## src/rtl/instruction_fetch.sv

```systemverilog
// instruction_fetch: MIPS IF stage with request/ready imem handshake and IF/ID register.
// A redirect during an outstanding request is deferred in DISCARD until the old response drains.
module instruction_fetch #(
    parameter logic [31:0] RESET_PC = 32'h0000_0000,
    parameter logic [31:0] NOP_WORD = 32'h0000_0000
) (
    input  logic        clk,
    input  logic        resetN,
    input  logic        stall,
    input  logic        redirect,
    input  logic [31:0] redirectPc,
    output logic        imemReq,
    output logic [31:0] imemAddr,
    input  logic        imemReady,
    input  logic [31:0] imemData,
    output logic [31:0] instruction32,
    output logic [31:0] pcPlus4,
    output logic        instrValid
);
    typedef enum logic [1:0] {IDLE, FETCH, DISCARD, HOLD} state_t;

    state_t      state;
    logic [31:0] pc, pendingPc, holdData, holdPc, target;
    logic        accept, can_load;

    assign target   = redirectPc & 32'hFFFF_FFFC;
    assign accept   = imemReq && imemReady;
    assign can_load = !stall || !instrValid;
    assign imemReq  = (state == FETCH) || (state == DISCARD);
    assign imemAddr = pc;

    always_ff @(posedge clk) begin
        if (!resetN) begin
            state         <= IDLE;
            pc            <= RESET_PC & 32'hFFFF_FFFC;
            pendingPc     <= RESET_PC;
            holdData      <= NOP_WORD;
            holdPc        <= RESET_PC;
            instruction32 <= NOP_WORD;
            pcPlus4       <= RESET_PC;
            instrValid    <= 1'b0;
        end else begin
            // Bubble by default; the load cases below override it.
            if (redirect || can_load) begin
                instruction32 <= NOP_WORD;
                instrValid    <= 1'b0;
            end
            case (state)
                IDLE: begin
                    state <= FETCH;
                    if (redirect) pc <= target;
                end
                FETCH: begin
                    if (redirect) begin
                        if (accept) pc <= target;
                        else begin
                            pendingPc <= target;
                            state     <= DISCARD;
                        end
                    end else if (accept) begin
                        pc <= pc + 32'd4;
                        if (can_load) begin
                            instruction32 <= imemData;
                            pcPlus4       <= pc + 32'd4;
                            instrValid    <= 1'b1;
                        end else begin
                            holdData <= imemData;
                            holdPc   <= pc;
                            state    <= HOLD;
                        end
                    end
                end
                DISCARD: begin
                    if (accept) begin
                        pc    <= redirect ? target : pendingPc;
                        state <= FETCH;
                    end else if (redirect) pendingPc <= target;
                end
                HOLD: begin
                    if (redirect) begin
                        pc    <= target;
                        state <= FETCH;
                    end else if (!stall) begin
                        instruction32 <= holdData;
                        pcPlus4       <= holdPc + 32'd4;
                        instrValid    <= 1'b1;
                        state         <= FETCH;
                    end
                end
                default: state <= IDLE;
            endcase
        end
    end
endmodule
```

## config.mk

```make
export PLATFORM = sky130hd
export DESIGN_NAME = instruction_fetch
export DESIGN_NICKNAME = d
export VERILOG_FILES = /design/src/rtl/instruction_fetch.sv
export SDC_FILE = /design/constraint.sdc
export NUM_CORES = 1
export LEC_CHECK = 0
export ABC_CLOCK_PERIOD_IN_PS = 2100
export BUFFER_PORTS_ARGS = -buffer_cell sky130_fd_sc_hd__buf_2
export CORE_MARGIN = 2
export CORE_UTILIZATION = 53
export CTS_BUF_LIST = sky130_fd_sc_hd__clkbuf_4 sky130_fd_sc_hd__clkbuf_8
export CTS_CLUSTER_SIZE = 8
export DETAILED_ROUTE_END_ITERATION = 8
export GPL_ROUTABILITY_DRIVEN = 0
export HOLD_SLACK_MARGIN = 0.1
export PLACE_DENSITY = 0.87
export SYNTH_ARGS = -nofsm -noshare
export SYNTH_HDL_FRONTEND = slang
export SYNTH_SLANG_ARGS = --single-unit
```

## constraint.sdc

```tcl
create_clock -name clk -period 2.1 [get_ports clk]
set_clock_uncertainty 0.05 [all_clocks]
set_input_delay 0.105 -clock clk [delete_from_list [all_inputs] [get_ports clk]]
set_output_delay 0.105 -clock clk [all_outputs]
set_load 0.005 [all_outputs]
```

==> impl_results.md, run 1 <==
* Status: finished with violations
* Failing checks: setup timing
* Synthesized area at 10000 sq um
* Clock Latency Late Sink at 0.47 ns
* Hold_sp: stall
* Die Height at 142 um
* Hold WC Path Type: input port to register
* Critical path startpoint category: register
* Vias in the first global route at 10.5k
* FF-to-FF Start: state[0]
* Clock root buffer: clkbuf_8
* Hold_ws at 0.169 ns
* DRT iter0 DRCs at 1511
* Final Max Tran Viols at 0
* Full die area at 20100 sq um
* Syn_nets at 1366
* I/O Buffers at 164
* Max Freq at 476 MHz
* Row count at 50
* Final WL at 34.2 mm
* Total chip power at 8450 uW
* Clk sink count at 195
* Chip Width at 142 um
* Crit path largest cell delay at 0.42 ns
* Post-Place Setup Slack at -0.0825 ns
* Detail Placement HPWL at 22.0 mm
* Post-synth EDFFs at 0
* Initial antenna violation count at 0
* IO Count at 167
* CTS tree: yes
* Grt ovf at 0
* Dominant cell type by area after synthesis: dfxtp_1
* WP data arrival at 2.42 ns
* Critical R2R Capture: imemAddr[25]
* Worst endpoint required time at 2.42 ns
* Vias at 11.5k
* Proportion of layout cells with a drive suffix above 1 at 26.1%
* LEAKAGE at 0.00492 uW
* Fillers at 1356
* Critical-path top delay cell: dfxtp_2
* Global-route wire length before repair at 52.4 mm
* Core Util, Final at 69.4%
* Drt first pass iters at 6
* Syn-to-layout area delta at 28.8%
* Setup WS post-layout at -0.000268 ns
* Total Nets Final at 1622
* Final setup viols at 1
* Critical path class: register to register
* Yosys warns at 0
* Post-synthesis sequential area ratio at 38.9%
* Worst Setup End Kind: register
* Max cap viols at 0
* Worst Tran Pin Value at 0.815 ns
* Non-filler cells, final at 1795
* TritonCTS Buffers at 17
* Core ar. at 18600 sq um
* Starting Density at 53.9%
* PD cells at 653 nW/um^2
* Rel. slew slack at 45.5%
* # diodes at 0
* Asr flop ratio synth at 0%
* Most frequent cells in the layout: nand2_1 (280), dfxtp_1 (185), buf_2 (164)
* Clock Tree Buf Depth at 2
* Post-detailed-route count of antenna-violating nets at 0
* Largest net degree at the start of global routing at 65
* Seq cells post-synth at 195
* Synth unique cells at 78
* Top cells by area in the synthesized netlist: dfxtp_1 (39%), nand2_1 (11%), a21oi_1 (6.6%)
* Mapped Cells at 1292
* H-tree depth at 4
* Min-Delay Endpoint: instrValid
* Hold Crit Depth at 4
* Post-placement cell count at 1697
* Synth Area per Inst at 7.77 sq um
* Most common cell after layout, fill and taps aside: nand2_1
* Share of the synthesized area in the top cell type at 38.9%
* Crit Path Max Fanout at 18
* Final Hold Viols at 0
* Period utilization at 100%
* R2R cell count at 7
* Vias per cell at 6.40
* Fin crit period at 2.10 ns
* Drt wl/cell at 19.1 um
* Ys flop type: dfxtp_1
* Drt drc at 0
* VDD IR max at 0.449 mV
* GR Util All Layers at 32.1%
* Cell chain of the critical path: ha_2 > buf_6 > o21a_2 > nand2_1 > o211ai_1 > o21ai_0 > a221oi_1
* Flop2flop setup slack at -0.0003 ns
* Clk slew on worst S/H paths at 0.11 ns
synth_stat cells (10+ instances only):
| cell type | instances |
|---|---|
| nand4_1 | 17 |
| nor4_1 | 20 |
| dfxtp_1 | 195 |
| clkbuf_1 | 85 |
| mux2i_1 | 12 |
| nand2_1 | 281 |
| nor3_1 | 20 |
| mux2_2 | 12 |
| buf_2 | 10 |
| o211ai_1 | 15 |
| inv_1 | 14 |
| nor2_1 | 60 |
| a22oi_1 | 56 |
| nand3_1 | 33 |
| a31o_2 | 18 |
| and3_1 | 17 |
| a22o_1 | 24 |
| a21oi_1 | 133 |
| o21ai_0 | 79 |
| xnor2_1 | 27 |
cell families after synthesis:
logic type      Yosys count  synth area share [%]
mux                      24                  2.54
xor+xnor                 34                  2.97
buf+inv                 124                  5.10
simple gates            502                  23.3
compound gates          408                  26.6
flops                   195                  38.9
fa+ha+maj                 5                 0.623
metrics by stage:
stage,cell area (sq um),setup TNS [ns]
after detailed placement,11800,-0.806
after global placement,11800,0
final,12900,-0.000268
after global routing,12900,-0.434
after CTS,12800,0
after floorplan,10000,0
power breakdown:
group / internal (uW) / switching (uW)
Sequential: 3850 / 153
Combinational: 874 / 1190
Clock: 880 / 1500
worst max-delay path: cells and delay by family (launching register included):
family / cells / cell delay [ns]
AOI/OAI and AO/OA: 4 / 1.03
DFF: 1 / 0.42
and+or+nand+nor: 1 / 0.12
adders and majority gates: 1 / 0.24
buffers and inverters: 1 / 0.13
worst max-delay path by stage:
stage                  from           endpoint  cells after the start
2_1_floorplan      state[0]  instruction32[28]                     10
3_3_place_gp       state[1]       imemAddr[20]                      8
3_5_place_dp       state[0]  instruction32[16]                      8
4_1_cts            state[0]        pcPlus4[30]                      7
5_1_grt        imemAddr[18]       imemAddr[25]                      5
6_report           state[0]       imemAddr[25]                      7
repair_timing:
action,in CTS,in global routing
setup buffers,0,3
hold endpoints to repair,115,0
hold buffers,63,0
pin swaps,0,8
resized for setup,8,34
endpoints found under the setup margin,29,70
routing by layer:
layer	global-route usage (%)	vias to the layer above	share of wire (%)	wire, um
met2	50.6	858	46	15700
li1	-	5164	-	-
met4	14.4	0	4.7	1620
met1	42.3	5271	39	13300
met5	0	-	0	0
met3	7.12	193	11	3620
state kept, by name, summed over array words and instances, names as in the netlist:
signal / flops
holdData: 32
holdPc: 32
imemAddr: 32
instrValid: 1
instruction32: 32
pcPlus4: 32
pendingPc: 32
state: 2
area by class of cell:
class	instances	area [sq um]	share of cell area, %
multi-input cells	973	5770	44.6
flip-flops and latches	195	3920	30.3
repair buffers	345	2510	19.4
well taps	234	293	2.26
clock buffers	17	234	1.81
clock inverters	15	141	1.09
inverters	16	62.6	0.484
No activity file was read; power rests on OpenSTA's default activity.
==> inputs of run 2 (changes only) <==
==> config.mk (replaced) <==
export PLATFORM = sky130hd
export DESIGN_NAME = instruction_fetch
export DESIGN_NICKNAME = d
export VERILOG_FILES = /design/src/rtl/instruction_fetch.sv
export SDC_FILE = /design/constraint.sdc
export NUM_CORES = 1
export LEC_CHECK = 0
export ABC_CLOCK_PERIOD_IN_PS = 2020
export BUFFER_PORTS_ARGS = -buffer_cell sky130_fd_sc_hd__buf_2
export CORE_MARGIN = 2
export CORE_UTILIZATION = 55
export CTS_BUF_LIST = sky130_fd_sc_hd__clkbuf_4 sky130_fd_sc_hd__clkbuf_8
export CTS_CLUSTER_SIZE = 8
export DETAILED_ROUTE_END_ITERATION = 8
export GPL_ROUTABILITY_DRIVEN = 0
export HOLD_SLACK_MARGIN = 0.1
export PLACE_DENSITY = 0.86
export SYNTH_ARGS = -nofsm -noshare
export SYNTH_HDL_FRONTEND = slang
export SYNTH_SLANG_ARGS = --single-unit
==> constraint.sdc (replaced) <==
create_clock -name clk -period 2.02 [get_ports clk]
set_clock_uncertainty 0.05 [all_clocks]
set_input_delay 0.101 -clock clk [delete_from_list [all_inputs] [get_ports clk]]
set_output_delay 0.101 -clock clk [all_outputs]
set_load 0.005 [all_outputs]
==> impl_results.md, run 2 (synthesis gave the netlist of run 1 again) <==
* Status: finished with violations
* Core ar. at 18000 sq um (-3.6%)
* Post-placement cell count at 1715 (+1.1%)
* Post-detailed-route count of antenna-violating nets at 0 (unchanged)
* WP data arrival at 2.49 ns (+0.07 ns)
* GR Util All Layers at 34.3% (+2.2 points)
* TritonCTS Buffers at 17 (unchanged)
* Hold WC Path Type: input port to register
* Setup WS post-layout at -0.0865 ns (-0.0862 ns)
* CTS tree: yes
* Clk slew on worst S/H paths at 0.12 ns (about the same)
* Critical path class: register to register
* Starting Density at 55.9% (+2.0 points)
* Non-filler cells, final at 1822 (+1.5%)
* Vias per cell at 6.48 (+1.3%)
* Fillers at 1146 (-15%)
* Largest net degree at the start of global routing at 75 (+15%)
* Die Height at 139 um (-1.8%)
* Grt ovf at 0 (unchanged)
* Vias in the first global route at 10.7k (+1.7%)
* DRT iter0 DRCs at 1623 (+7.4%)
* Register area at 3920 sq um (+0.13%)
* Chip Width at 139 um (-1.8%)
* Clock Tree Buf Depth at 2 (unchanged)
* Proportion of layout cells with a drive suffix above 1 at 28.4% (+2.3 points)
* Max cap viols at 0 (unchanged)
* Clk sink count at 195 (unchanged)
* Clock Latency Late Sink at 0.50 ns (+0.03 ns)
* RSZ-0062 raised after global routing: yes
* Worst Setup End Kind: register
* LEAKAGE at 0.00515 uW (+4.8%)
* Most common cell after layout, fill and taps aside: nand2_1
* Drt wl/cell at 20.0 um (+5.1%)
* Post-Place Setup Slack at -0.103 ns (-0.0202 ns)
* Final Hold Viols at 0 (unchanged)
* Critical path startpoint category: register
* Crit Path Max Fanout at 19 (+1)
* Multi-input logic area at 5930 sq um (+2.7%)
* Final WL at 36.5 mm (+6.7%)
* Full die area at 19400 sq um (-3.5%)
* PD cells at 682 nW/um^2 (+4.5%)
* Rel. slew slack at 67.7% (+22 points)
* Worst Tran Pin Value at 0.481 ns (-0.334 ns)
* Period utilization at 104% (+4.3 points)
* I/O Buffers at 164 (unchanged)
* Drt drc at 0 (unchanged)
* IO Count at 167 (unchanged)
* H-tree depth at 4 (unchanged)
* Final Max Tran Viols at 0 (unchanged)
* Max Freq at 475 MHz (-0.29%)
* Fin crit period at 2.11 ns (+0.00619 ns)
* Vias at 11.8k (+2.9%)
* Drt first pass iters at 7 (+1)
* Clock root buffer: clkbuf_8
* Row count at 49 (-2.0%)
* Total Nets Final at 1653 (+1.9%)
* Worst endpoint required time at 2.40 ns (-0.02 ns)
* Core Util, Final at 74.8% (+5.4 points)
* Global-route wire length before repair at 54.5 mm (+3.9%)
* Final setup viols at 15 (+14)
* Failing checks: setup timing
* Syn-to-layout area delta at 33.8%
* Initial antenna violation count at 1 (+1)
* Hold_ws at 0.158 ns (-0.0107 ns)
* Most frequent cells in the layout: nand2_1 (279), dfxtp_1 (187), buf_2 (163)
* VDD IR max at 0.523 mV (+17%)
* Detail Placement HPWL at 22.4 mm (+1.8%)
[run 2: critical path, cell delays in order (launching register included)]
cell and delay [ns]:
dfxtp_4 0.38, inv_1 0.11, ha_4 0.19, buf_4 0.18
nor2b_1 0.29, and3_4 0.28, buf_12 0.17, a22o_1 0.16
a22oi_1 0.07, nor2_1 0.16
[run 2: path summary, 6_finish.rpt]
check	from	endpoint	slack (ns)	cells past startpoint
worst max register to register	state[1]	instruction32[7]	-0.09	9
worst min register to register	pcPlus4[2]	pcPlus4[2]	0.41	2
worst min-delay path	imemReady	instrValid	0.16	4
worst max-delay path	state[1]	instruction32[7]	-0.09	9
[run 2: area by class of cell]
type | instances | area share [%]
antenna | 1 | 0.0186
clock buffer | 17 | 1.74
clock inverter | 15 | 1.32
inverter | 16 | 0.493
multi-input combinational | 973 | 44.1
sequential | 195 | 29.2
tap | 229 | 2.13
timing repair buffer | 376 | 21.0
[run 2: metal layers]
| metal | global-route usage (%) | up-vias | wire [um] |
|---|---|---|---|
| met5 | 0 | - | 0 |
| met4 | 18.9 | 0 | 2140 |
| met3 | 5.73 | 221 | 4030 |
| met2 | 54.3 | 950 | 16600 |
| met1 | 44.8 | 5404 | 13800 |
| li1 | - | 5239 | - |
[run 2: stage by stage]
stage	cell area, sq um	setup TNS (ns)	total power, uW
final	13400	-0.537	9170
after global placement	12000	-0.0940	6100
after CTS	13100	0	8830
after floorplan	10100	0	5270
after global routing	13400	-2.15	9440
after detailed placement	12000	-0.207	6160
[run 2: power breakdown]
| group | leakage, uW | total, uW | internal (uW) | switching, uW |
|---|---|---|---|---|
| clock network | 0.000210 | 2710 | 1060 | 1650 |
| logic | 0.00336 | 2300 | 990 | 1310 |
| registers | 0.00158 | 4160 | 4000 | 158 |
[run 2: what timing repair did]
item | 4_1_cts | 5_1_grt
setup buffers | 0 | 10
hold buffers | 64 | 0
setup endpoints to repair | 22 | 92
resized for setup | 11 | 71
endpoints found under the hold margin | 126 | 0
pin swaps | 0 | 16
==> inputs of run 3 (changes only) <==
--- a/config.mk
+++ b/config.mk
@@ -7,14 +7,16 @@
 export LEC_CHECK = 0
 export ABC_CLOCK_PERIOD_IN_PS = 2020
 export BUFFER_PORTS_ARGS = -buffer_cell sky130_fd_sc_hd__buf_2
+export CELL_PAD_IN_SITES_DETAIL_PLACEMENT = 2
+export CELL_PAD_IN_SITES_GLOBAL_PLACEMENT = 2
 export CORE_MARGIN = 2
-export CORE_UTILIZATION = 55
+export CORE_UTILIZATION = 34
 export CTS_BUF_LIST = sky130_fd_sc_hd__clkbuf_4 sky130_fd_sc_hd__clkbuf_8
 export CTS_CLUSTER_SIZE = 8
 export DETAILED_ROUTE_END_ITERATION = 8
 export GPL_ROUTABILITY_DRIVEN = 0
 export HOLD_SLACK_MARGIN = 0.1
-export PLACE_DENSITY = 0.86
+export PLACE_DENSITY = 0.91
 export SYNTH_ARGS = -nofsm -noshare
 export SYNTH_HDL_FRONTEND = slang
 export SYNTH_SLANG_ARGS = --single-unit
==> impl_results.md, run 3 (synthesis gave the netlist of run 1 again) <==
* # diodes at 0 (-1)
* Post-placement cell count at 1893 (+10%)
* Largest net degree at the start of global routing at 89 (+19%)
* Crit Path Max Fanout at 32 (+13)
* Syn-to-layout area delta at 50.0%
* Post-Place Setup Slack at -0.337 ns (-0.235 ns)
* Clk sink count at 195 (unchanged)
* Full die area at 30900 sq um (+60%)
* Drt first pass iters at 5 (-2)
* Comb power frac at 32.2% (+7.1 points)
* Critical path startpoint category: register
* Grt ovf at 0 (unchanged)
* CP Buf/Inv Count at 3 (unchanged)
* Vias in the first global route at 14.5k (+35%)
* DRT iter0 DRCs at 2126 (+31%)
* Final Max Tran Viols at 0 (unchanged)
* Pint at 6290 uW (+4.0%)
* Drt drc at 0 (unchanged)
* Clock Latency Late Sink at 0.57 ns (+0.07 ns)
* RSZ-0062 raised after global routing: yes
* Clock root buffer: clkbuf_8
* Drt wl/cell at 39.4 um (+97%)
* Clock Tree Buf Depth at 2 (unchanged)
* Rel. slew slack at 56.1% (-12 points)
* Total Nets Final at 1726 (+4.4%)
* Chip Width at 176 um (+26%)
* Switching power at 4460 uW (+43%)
* PD cells at 714 nW/um^2 (+4.6%)
* Non-filler cells, final at 2049 (+12%)
* Period utilization at 119% (+14 points)
* Post-detailed-route count of antenna-violating nets at 0 (unchanged)
* Flop pwr share at 39.8% (-5.6 points)
* LEAKAGE at 0.00580 uW (+13%)
* VDD IR max at 0.437 mV (-16%)
* Failing checks: setup timing
* Proportion of layout cells with a drive suffix above 1 at 38.9% (+10 points)
* Vias at 14.5k (+23%)
* Starting Density at 34.8% (-21 points)
* CTS tree: yes
* Clk network pwr share at 28.1% (-1.5 points)
* Final WL at 80.7 mm (+120%)
* Clk slew on worst S/H paths at 0.14 ns (+0.02 ns)
* Delay-heaviest family, CP: simple AND/OR/NAND/NOR gates
* Global-route wire length before repair at 101 mm (+86%)
* Fin crit period at 2.40 ns (+0.291 ns)
* Cell chain of the critical path: inv_2 > ha_4 > nand3b_1 > buf_4 > or2_2 > buf_12 > nand2_1 > a21oi_1
* IO Count at 167 (unchanged)
* Status: finished with violations
* I/O Buffers at 164 (unchanged)
* H-tree depth at 4 (unchanged)
* Dpl cell area at 12400 sq um (+3.2%)
* Most common cell after layout, fill and taps aside: nand2_1
* Vias per cell at 7.07 (+9.0%)
* Final setup viols at 127 (+112)
* Worst Setup End Kind: register
* Critical-path top delay cell: a21oi_1
* Row count at 62 (+27%)
* GR Util All Layers at 44.0% (+9.7 points)
* Crit path largest cell delay at 0.52 ns (+0.14 ns)
* Most frequent cells in the layout: nand2_1 (275), buf_4 (177), buf_2 (165)
* Final Hold Viols at 0 (unchanged)
* Worst Tran Pin Value at 0.658 ns (+0.176 ns)
* TritonCTS Buffers at 17 (unchanged)
* Setup WS post-layout at -0.378 ns (-0.291 ns)
* Max cap viols at 0 (unchanged)
* Initial antenna violation count at 2 (+1)
* Fillers at 3123 (+170%)
* Hold_ws at 0.138 ns (-0.0203 ns)
* WP data arrival at 2.74 ns (+0.25 ns)
* Max Freq at 417 MHz (-12%)
* Detail Placement HPWL at 36.3 mm (+62%)
* Worst endpoint required time at 2.36 ns (-0.04 ns)
* Hold WC Path Type: input port to register
* Die Height at 176 um (+26%)
* Critical path class: register to register
* Core Util, Final at 52.2% (-23 points)
* Fin area at 15100 sq um (+12%)
* Switching Share at 41.5% (+7.4 points)
* Core ar. at 28900 sq um (+61%)
-- run 3: cell types whose count changed in the layout (fill, tap and decap cells not counted), sizes merged --
cell	delta
nor2	+1
clkbuf	+5
diode	-1
buf	+67
bufinv	-1
inv	-6
clkinv	+7
-- run 3: repair_timing --
action | in CTS | in global routing
resized for setup | 105 | 165
setup endpoints to repair | 131 | 146
endpoints found under the hold margin | 109 | 0
gates cloned | 0 | 8
hold buffers | 64 | 0
pin swaps | 9 | 51
buffers inserted | 9 | 46
-- run 3: layer usage --
layer / GRT usage (%) / wire length, um / vias to the layer above / share of wire, %
li1: - / - / 5367 / -
met1: 52.0 / 28400 / 7041 / 35
met2: 71.8 / 36000 / 1516 / 45
met3: 10.2 / 8770 / 562 / 11
met4: 28.1 / 7620 / 2 / 9.4
met5: 0 / 15 / - / 0.019
-- run 3: final timing paths --
path / from / end / slack [ns] / cells past startpoint
setup reg to reg: state[1] / holdPc[10] / -0.38 / 8
hold reg to reg: pcPlus4[15] / pcPlus4[15] / 0.44 / 2
hold / removal: stall / instrValid / 0.14 / 4
setup / recovery: state[1] / holdPc[10] / -0.38 / 8
-- run 3: layout make-up --
type                            count  area, sq um  area share (%)
Inverter                           16         62.6           0.415
Clock inverter                     15          189            1.25
Clock buffer                       17          234            1.55
Multi-Input combinational cell    974         6580            43.7
Timing Repair Buffer              448         3560            23.6
Sequential cell                   195         3960            26.3
Tap cell                          384          480            3.19
-- run 3: tightest hold or removal path, stage by stage --
cell,delay [ns]
buf_2,0.20
nand2b_4,0.18
buf_4,0.14
a311oi_1,0.09
-- run 3: metrics by stage --
stage	power (uW)	TNS (ns)
2_1_floorplan	5270	0
3_5_place_dp	6510	-12.72
3_3_place_gp	6300	-0.207
5_1_grt	10800	-10.41
4_1_cts	9630	-0.532
6_report	10800	-11.24
-- run 3: power groups by stage --
stage | combinational (uW) | clock, uW | sequential, uW
2_1_floorplan | 1050 | 0 | 4220
3_3_place_gp | 2070 | 0 | 4220
4_1_cts | 2630 | 2810 | 4180
3_5_place_dp | 2260 | 0 | 4250
6_report | 3460 | 3020 | 4270
5_1_grt | 3460 | 3100 | 4270
